`config.mk`:
```
export PLATFORM = sky130hd
export DESIGN_NAME = fifo_rd_pack_n
export DESIGN_NICKNAME = d
export VERILOG_FILES = /design/src/rtl/fifo_rd_pack_n.sv
export SDC_FILE = /design/constraint.sdc
export NUM_CORES = 1
export LEC_CHECK = 0
export CAP_MARGIN = 5
export CELL_PAD_IN_SITES_DETAIL_PLACEMENT = 1
export CELL_PAD_IN_SITES_GLOBAL_PLACEMENT = 1
export CORE_MARGIN = 2
export CORE_UTILIZATION = 37
export CTS_BUF_LIST = sky130_fd_sc_hd__clkbuf_16
export DETAILED_ROUTE_END_ITERATION = 6
export PLACE_DENSITY = 0.84
export SYNTH_ARGS = -nofsm -noshare
export SYNTH_HDL_FRONTEND = slang
export SYNTH_SLANG_ARGS = --single-unit
```
`constraint.sdc`:
```
create_clock -name clk -period 2.4 [get_ports clk]
set_input_delay 0.24 -clock clk [delete_from_list [all_inputs] [get_ports clk]]
set_output_delay 0.24 -clock clk [all_outputs]
set_load 0.01 [all_outputs]
```
`src/rtl/fifo_rd_pack_n.sv`:
```
// fifo_rd_pack_n: pops RATIO words from a source FIFO and packs them into one
// wide registered output word, with partial-word flush and output backpressure.
module fifo_rd_pack_n #(
  parameter int I_WIDTH = 64,
  parameter int RATIO = 2,
  parameter bit MSB_FIRST = 1,
  localparam int O_WIDTH = I_WIDTH*RATIO,
  localparam int CW = $clog2(RATIO+1)
) (
  input  logic               clk,
  input  logic               reset,
  input  logic [I_WIDTH-1:0] idata,
  input  logic               i_rdy,
  output logic               pop,
  output logic [O_WIDTH-1:0] odata,
  output logic               o_rdy,
  output logic [CW-1:0]      o_cnt,
  input  logic               pull,
  input  logic               flush
);
  logic [CW-1:0] r_slot;
  logic r_asm_full;
  logic [O_WIDTH-1:0] r_asm, w_asm;
  logic w_out_free, w_last, w_full_xfer, w_pop_xfer, w_flush_xfer, w_xfer;
  assign w_out_free = !o_rdy | pull;
  assign pop = i_rdy & !r_asm_full & !flush & !reset;
  assign w_last = r_slot == CW'(RATIO-1);
  assign w_full_xfer = r_asm_full & w_out_free;
  assign w_pop_xfer = pop & w_last & w_out_free;
  assign w_flush_xfer = flush & !r_asm_full & (r_slot != '0) & w_out_free;
  assign w_xfer = w_full_xfer | w_pop_xfer | w_flush_xfer;
  // Assembly with this cycle's popped word merged into the current slot
  always_comb begin
    w_asm = r_asm;
    for (int k = 0; k < RATIO; k++)
      if (pop && r_slot == CW'(k))
        w_asm[(MSB_FIRST ? RATIO-1-k : k)*I_WIDTH +: I_WIDTH] = idata;
  end
  always_ff @(posedge clk) begin
    if (reset) begin
      r_slot <= '0;
      r_asm_full <= 1'b0;
      r_asm <= '0;
      odata <= '0;
      o_cnt <= '0;
      o_rdy <= 1'b0;
    end else begin
      o_rdy <= w_xfer | (o_rdy & !pull);
      if (w_xfer) begin
        odata <= w_pop_xfer ? w_asm : r_asm;
        o_cnt <= w_flush_xfer ? r_slot : CW'(RATIO);
        r_slot <= '0;
        r_asm <= '0;
        r_asm_full <= 1'b0;
      end else if (pop) begin
        r_asm <= w_asm;
        r_asm_full <= w_last;
        r_slot <= w_last ? r_slot : r_slot + 1'b1;
      end
    end
  end
endmodule

```
==> results.sh, run 1 <==
export IMPL_status="finished, final reports clean"
export IMPL_cp_num_buf_inv=3
export IMPL_postRouteWirelength_um=34000
export IMPL_crit_arrival_ps=2650
export IMPL_fillers=3195
export IMPL_rows=60
export IMPL_fin_total_pwr_mw=10.2
export IMPL_combinationalPowerShare=0.120
export IMPL_antenna_found_initial=1
export IMPL_worst_hold_path_type="primary input to register"
export IMPL_grt_use_total=0.233
export IMPL_cts_root_buffer="clkbuf_16"
export IMPL_cts_buffer_depth=3
export IMPL_io_buffers=200
export IMPL_r2r_slack_ps=170
export IMPL_cp_required_ps=2820
export IMPL_crit_top_cell="buf_12"
export IMPL_drt_antenna_violating_nets=0
export IMPL_start_kind="register"
export IMPL_grt_ovfl_total=0
export IMPL_ys_warn_count=0
export IMPL_tightest_slew_ps=821
export IMPL_cts_inserted_buffers=29
export IMPL_r2r_worst_path_cells=8
export IMPL_die_w_um=169
export IMPL_ioPinCount=201
export IMPL_final_setup_tns_ps=0
export IMPL_grt_pass1_wl_um=54400
export IMPL_cp_end_kind="register"
export IMPL_synth_compound_area_share=0.178
export IMPL_finalHoldViolations=0
export IMPL_via_count=9896
export IMPL_grt_start_max_net_pins=79
export IMPL_synth_cell_type_count=26
export IMPL_grt_pass1_vias=10300
export IMPL_yosys_area_share_simple=0.250
export IMPL_cts_hold_buf=0
export IMPL_place_gp_congestion=0.744
export IMPL_synth_mux_area_fraction=0
export IMPL_fin_crit_ps=2230
export IMPL_ys_seq_area_frac=0.518
export IMPL_slew_headroom=0.453
export IMPL_maxSlewViolCount=0
export IMPL_hold_path_depth=3
export IMPL_holdPathEnd="o_rdy"
export IMPL_cp_cell_sequence="inv_1 > ha_2 > nand4bb_1 > a31oi_4 > buf_12 > buf_12 > nor2_1 > a311oi_1"
export IMPL_synth_top_family_by_area="simple AND/OR/NAND/NOR gates"
export IMPL_path_class="register to register"
export IMPL_yosys_register_bits=262
export IMPL_crit_reg2reg_launch="r_slot[1]"
export IMPL_netlist_area_um2=10100
export IMPL_min_from="reset"
export IMPL_initial_core_util=0.376
export IMPL_synth_avg_cell_area_um2=7.76
export IMPL_clk_latency_ps=540
export IMPL_die_h_um=169
export IMPL_power_net_switching_mw=2.55
export IMPL_dr_pass1_iters=4
export IMPL_slowest_delay_ps=350
export IMPL_r2r_end="odata[91]"
export IMPL_dieArea_um2=28700
export IMPL_wire_per_inst_um=18.7
export IMPL_crit_path_top_delay_cell="a311oi_1"
export IMPL_first_iter_violations=557
export IMPL_via_per_inst=5.43
export IMPL_design_core_area_um2=27000
export IMPL_drc=0
export IMPL_grt_setup_unrepaired="false"
export IMPL_fin_nets=1531
export IMPL_power_frac_seq=0.460
export IMPL_cts_htree_levels=1
export IMPL_sw_frac_of_total=0.251
export IMPL_setup_viol=0
export IMPL_clkTransAtPathRegs_ps=60
export IMPL_crit_fanout=25
export IMPL_period_share=0.928
export IMPL_clkPwrFrac=0.420
export IMPL_syn_inst=1305
export IMPL_syn_nets=1376
export IMPL_max_cap_violations=0
export IMPL_crit_start="r_slot[1]"
export IMPL_cts_tree="done"
export IMPL_synthAdderAreaFrac=0.00247
export IMPL_cts_sinks=262
export IMPL_fmax_mhz=449
export IMPL_cts_setup_buffers=0
export IMPL_hpwlAfterDp_um=21400
export IMPL_p_per_area_nw_per_um2=751
export IMPL_area_delta_synth_final_pct=33.6
export IMPL_power_leakage_nw=4.19
export IMPL_synthXorXnorAreaFrac=0.000865
export IMPL_post_route_cells_drive_above_1_share=0.0560
export IMPL_ir_worst_vdd_v=0.000492
export IMPL_skew_ps=10.7
export IMPL_cp_top_family="compound AO/OA/AOI/OAI gates"
export IMPL_intPower_mw=7.62
cell usage after synthesis:
master,count,share of area
inv_1,4,0.0015
nand4bb_1,1,0.0011
or4b_1,1,0.00099
or2_2,1,0.00062
nand2_1,514,0.19
and2_1,2,0.0012
buf_2,21,0.010
a311oi_1,129,0.11
a21oi_1,132,0.065
dfxtp_1,262,0.52
ha_1,2,0.0025
a41oi_1,1,0.00086
buf_6,6,0.0067
a31oi_1,1,0.00062
nor2_1,133,0.049
nand3_1,3,0.0015
and3_1,1,0.00062
clkbuf_1,77,0.029
nor3_4,1,0.0016
nand2b_1,3,0.0019
buf_4,1,0.00074
buf_1,5,0.0019
xnor2_1,1,0.00086
nor2b_1,1,0.00062
nor3_1,1,0.00049
inv_2,1,0.00037
worst register-to-register path: stages, from the launching register on:
cell and delay (ps):
dfxtp_1 300, inv_1 120, ha_2 280, nand4bb_1 220
a31oi_4 340, buf_12 240, buf_12 210, nor2_1 60
a311oi_1 350
metrics by stage:
| stage | std cells | area, µm² | hold WS [ps] | worst slack [ps] | util |
|---|---|---|---|---|---|
| after CTS | 1823 | 13500 | 190 | 112 | 0.502 |
| after floorplan | 1305 | 10100 | 355 | 319 | - |
| after global placement | 1770 | 12600 | 442 | 120 | 0.468 |
| after detailed placement | 1770 | 12600 | 448 | -45.9 | 0.468 |
| final | 1824 | 13500 | 214 | 173 | 0.502 |
| after global routing | 1824 | 13500 | 254 | 50.0 | 0.502 |
placed cells by master, fill, tap and decap left out, types with 2 or more instances in the layout:
| master | synthesis | layout |
|---|---|---|
| nand2_1 | 514 | 512 |
| dfxtp_1 | 262 | 262 |
| clkdlybuf4s50_1 | 0 | 198 |
| nor2_1 | 133 | 132 |
| a21oi_1 | 132 | 132 |
| a311oi_1 | 129 | 129 |
| clkbuf_16 | 0 | 29 |
| buf_12 | 0 | 21 |
| buf_4 | 1 | 14 |
| inv_1 | 4 | 11 |
| clkinv_1 | 0 | 11 |
| nand2b_1 | 3 | 3 |
| clkinv_2 | 0 | 3 |
| bufinv_16 | 0 | 3 |
| nand3_2 | 0 | 2 |
| nand2_2 | 0 | 2 |
state kept, by name (all words and copies together), names as in the netlist:
name and cells:
o_cnt 2, o_rdy 1, odata 128, r_asm 128
r_asm_full 1, r_slot 2
repair_timing:
item,in CTS,in global routing
gates resized for setup,2,1
setup endpoints to repair,1,6
pin swaps,0,0
cloned,0,0
cell families after synthesis:
logic type                 count (synthesis)
AOI/OAI and AO/OA                        263
xor gates and xnor gates                   1
and+or+nand+nor                          662
DFF                                      262
buffers and inverters                    115
adders and majority gates                  2
worst max path at each step:
stage	endpoint	slack (ps)	depth (start not counted)
after floorplan	r_asm[29]	320	9
after global placement	odata[120]	120	7
after detailed placement	odata[99]	-50	7
after CTS	odata[39]	110	8
after global routing	odata[39]	50	7
final	odata[91]	170	8
metal layers:
metal / wire length, µm / track usage / vias up / share of wire
li1: - / - / 4706 / -
met1: 14700 / 0.284 / 4915 / 0.43
met2: 17300 / 0.429 / 220 / 0.51
met3: 1320 / 0.0278 / 55 / 0.039
met4: 719 / 0.0717 / 0 / 0.021
met5: 0 / 0 / - / 0
area by class of cell:
type	instances	area, µm²	area share
antenna	1	2.50	0.000185
clock buffer	29	726	0.0536
clock inverter	24	173	0.0128
inverter	5	18.8	0.00139
multi-input combinational	928	4420	0.327
sequential	262	5250	0.388
tap	341	427	0.0315
timing repair buffer	234	2520	0.186
power by group through the flow:
stage | logic, mW | clock network (mW) | registers [mW]
2_1_floorplan | 0.475 | 0 | 4.80
5_1_grt | 1.33 | 4.53 | 4.69
3_5_place_dp | 1.22 | 0 | 4.77
3_3_place_gp | 1.19 | 0 | 4.76
4_1_cts | 1.23 | 4.36 | 4.67
6_report | 1.22 | 4.27 | 4.67
Power figures use the tool's default switching activity.
==> inputs of run 2 (changes only) <==
--- a/config.mk
+++ b/config.mk
@@ -5,14 +5,15 @@
 export SDC_FILE = /design/constraint.sdc
 export NUM_CORES = 1
 export LEC_CHECK = 0
+export ABC_AREA = 1
 export CAP_MARGIN = 5
 export CELL_PAD_IN_SITES_DETAIL_PLACEMENT = 1
 export CELL_PAD_IN_SITES_GLOBAL_PLACEMENT = 1
 export CORE_MARGIN = 2
-export CORE_UTILIZATION = 37
+export CORE_UTILIZATION = 38
 export CTS_BUF_LIST = sky130_fd_sc_hd__clkbuf_16
 export DETAILED_ROUTE_END_ITERATION = 6
-export PLACE_DENSITY = 0.84
+export PLACE_DENSITY = 0.86
 export SYNTH_ARGS = -nofsm -noshare
 export SYNTH_HDL_FRONTEND = slang
 export SYNTH_SLANG_ARGS = --single-unit
==> results.sh, run 2 <==
export IMPL_postRouteWirelength_um=41200
export IMPL_maxSlewViolCount=0
export IMPL_synth_top_area_frac=0.445
export IMPL_final_common_cell="nand2_1"
export IMPL_clkTransAtPathRegs_ps=60
export IMPL_dr_pass1_iters=5
export IMPL_start_kind="register"
export IMPL_design_core_area_um2=30600
export IMPL_grt_ovfl_total=0
export IMPL_slowest_delay_ps=430
export IMPL_place_gp_congestion=0.762
export IMPL_period_share=0.919
export IMPL_cts_htree_levels=1
export IMPL_synth_area_leader_cell="dfxtp_1"
export IMPL_die_w_um=180
export IMPL_ys_warn_count=0
export IMPL_first_iter_violations=800
export IMPL_cts_buffer_depth=3
export IMPL_min_from="reset"
export IMPL_slew_headroom=0.428
export IMPL_placed_area_um2=14000
export IMPL_grt_pass1_vias=12800
export IMPL_crit_arrival_ps=2680
export IMPL_yosys_register_bits=262
export IMPL_grt_setup_unrepaired="false"
export IMPL_synthTopCellsByArea="dfxtp_1 45%, nand2_1 17%, nand3_1 8.5%"
export IMPL_final_cell_mix="521 x nand2_1, 262 x dfxtp_1, 199 x clkdlybuf4s50_1"
export IMPL_design_area_um2=14900
export IMPL_initial_core_util=0.385
export IMPL_cp_required_ps=2880
export IMPL_io_buffers=200
export IMPL_fin_nets=1925
export IMPL_synth_edf_count=0
export IMPL_grt_start_max_net_pins=130
export IMPL_fin_crit_ps=2210
export IMPL_cp_cell_sequence="inv_1 > ha_4 > nand4_1 > buf_4 > buf_4 > nand2_1 > nand2_1 > nor2_1 > nor2_1"
export IMPL_clk_latency_ps=540
export IMPL_cp_end_kind="register"
export IMPL_dieArea_um2=32400
export IMPL_die_h_um=180
export IMPL_crit_path_top_delay_cell="buf_4"
export IMPL_ioPinCount=201
export IMPL_hpwlAfterDp_um=25300
export IMPL_grt_pass1_wl_um=66700
export IMPL_post_route_cells_drive_above_1_share=0.0417
export IMPL_worst_hold_path_type="primary input to register"
export IMPL_finalHoldViolations=0
export IMPL_power_leakage_nw=6.08
export IMPL_via_per_inst=5.45
export IMPL_rows=64
export IMPL_synthArstFlopShare=0
export IMPL_cts_tree="done"
export IMPL_syn_nets=1806
export IMPL_netlist_area_um2=11800
export IMPL_setup_viol=0
export IMPL_antenna_found_initial=3
export IMPL_reg_largest_list="odata: 128 flops, r_asm: 128 flops"
export IMPL_ys_seq_area_frac=0.445
export IMPL_via_count=12400
export IMPL_tightest_slew_ps=857
export IMPL_ir_worst_vdd_v=0.000487
export IMPL_crit_reg2reg_launch="r_slot[1]"
export IMPL_cts_sinks=262
export IMPL_wire_per_inst_um=18.2
export IMPL_layout_setup_ws_ps=194
export IMPL_hold_worst_slack_ps=222
export IMPL_area_delta_synth_final_pct=26.3
export IMPL_cts_setup_buffers=0
export IMPL_synth_avg_cell_area_um2=6.79
export IMPL_ys_flop_type="dfxtp_1"
export IMPL_synth_most_common_cell="nand2_1"
export IMPL_place_ws_ps=-75.8
export IMPL_drt_antenna_violating_nets=0
export IMPL_cts_inserted_buffers=29
export IMPL_crit_fanout=33
export IMPL_crit_start="r_slot[1]"
export IMPL_synthTopCellsByCount="524 x nand2_1, 262 x dfxtp_1, 199 x nand3_1"
export IMPL_syn_inst=1735
export IMPL_drc=0
export IMPL_fmax_mhz=453
export IMPL_synth_cell_type_count=16
export IMPL_fin_total_pwr_mw=9.64
export IMPL_path_class="register to register"
export IMPL_skew_ps=5.88
export IMPL_p_per_area_nw_per_um2=648
export IMPL_grt_use_total=0.247
export IMPL_max_cap_violations=0
export IMPL_status="finished, final reports clean"
export IMPL_cts_root_buffer="clkbuf_16"
==> run 2: worst max-delay path: cells and delay by family, from the launching register on <==
kind,cells,cell delay (ps)
adder cells (fa/ha/maj),1,210
buffers and inverters,3,970
flip-flops,1,360
AND/OR/NAND/NOR,5,580
==> run 2: power breakdown <==
part / total, mW / switching, mW / leakage, nW / internal (mW)
clock: 4.01 / 1.76 / 0.442 / 2.25
combinational: 1.10 / 0.693 / 3.52 / 0.406
sequential: 4.54 / 0.0673 / 2.12 / 4.47
==> run 2: through the flow <==
stage,TNS (ps),instances,utilization
after global routing,0,2267,0.486
after floorplan,0,1735,-
after global placement,-184,2218,0.459
after CTS,0,2264,0.486
final,0,2267,0.486
after detailed placement,-1610,2218,0.459
==> run 2: path summary, 6_finish.rpt <==
check,end,slack [ps],cells after the start
min reg2reg,odata[69],460,2
max,odata[59],190,9
min,odata[121],220,4
max reg2reg,odata[59],190,9
==> run 2: what timing repair did <==
item,4_1_cts,5_1_grt
hold buffers,0,0
endpoints found under the setup margin,0,10
resized for setup,0,1
==> run 2: area by class of cell <==
cell class	count	area, µm²
Fill cell	3884	15700
Multi-Input combinational cell	1187	5420
Sequential cell	262	5250
Timing Repair Buffer	232	2360
Clock buffer	29	726
Inverter	142	533
Tap cell	396	495
Clock inverter	17	90.1
Antenna cell	2	5.00
==> run 2: routing by layer <==
layer | global-route usage | vias to the layer above | part of all wire
met2 | 0.438 | 336 | 0.50
met5 | 0 | - | 0.00032
met4 | 0.0865 | 2 | 0.028
met1 | 0.308 | 6061 | 0.42
li1 | - | 5880 | -
met3 | 0.0323 | 71 | 0.052
==> run 2: logic make-up (layout without fill, tap and decap cells) <==
group / count (synthesis) / after routing / share of synthesized area
AO/OA/AOI/OAI: 198 / 198 / 0.0841
adder cells (fa/ha/maj): 2 / 2 / 0.00212
buffers and inverters: 287 / 420 / 0.104
flip-flops: 262 / 262 / 0.445
other: 0 / 2 / 0
AND/OR/NAND/NOR: 986 / 987 / 0.364
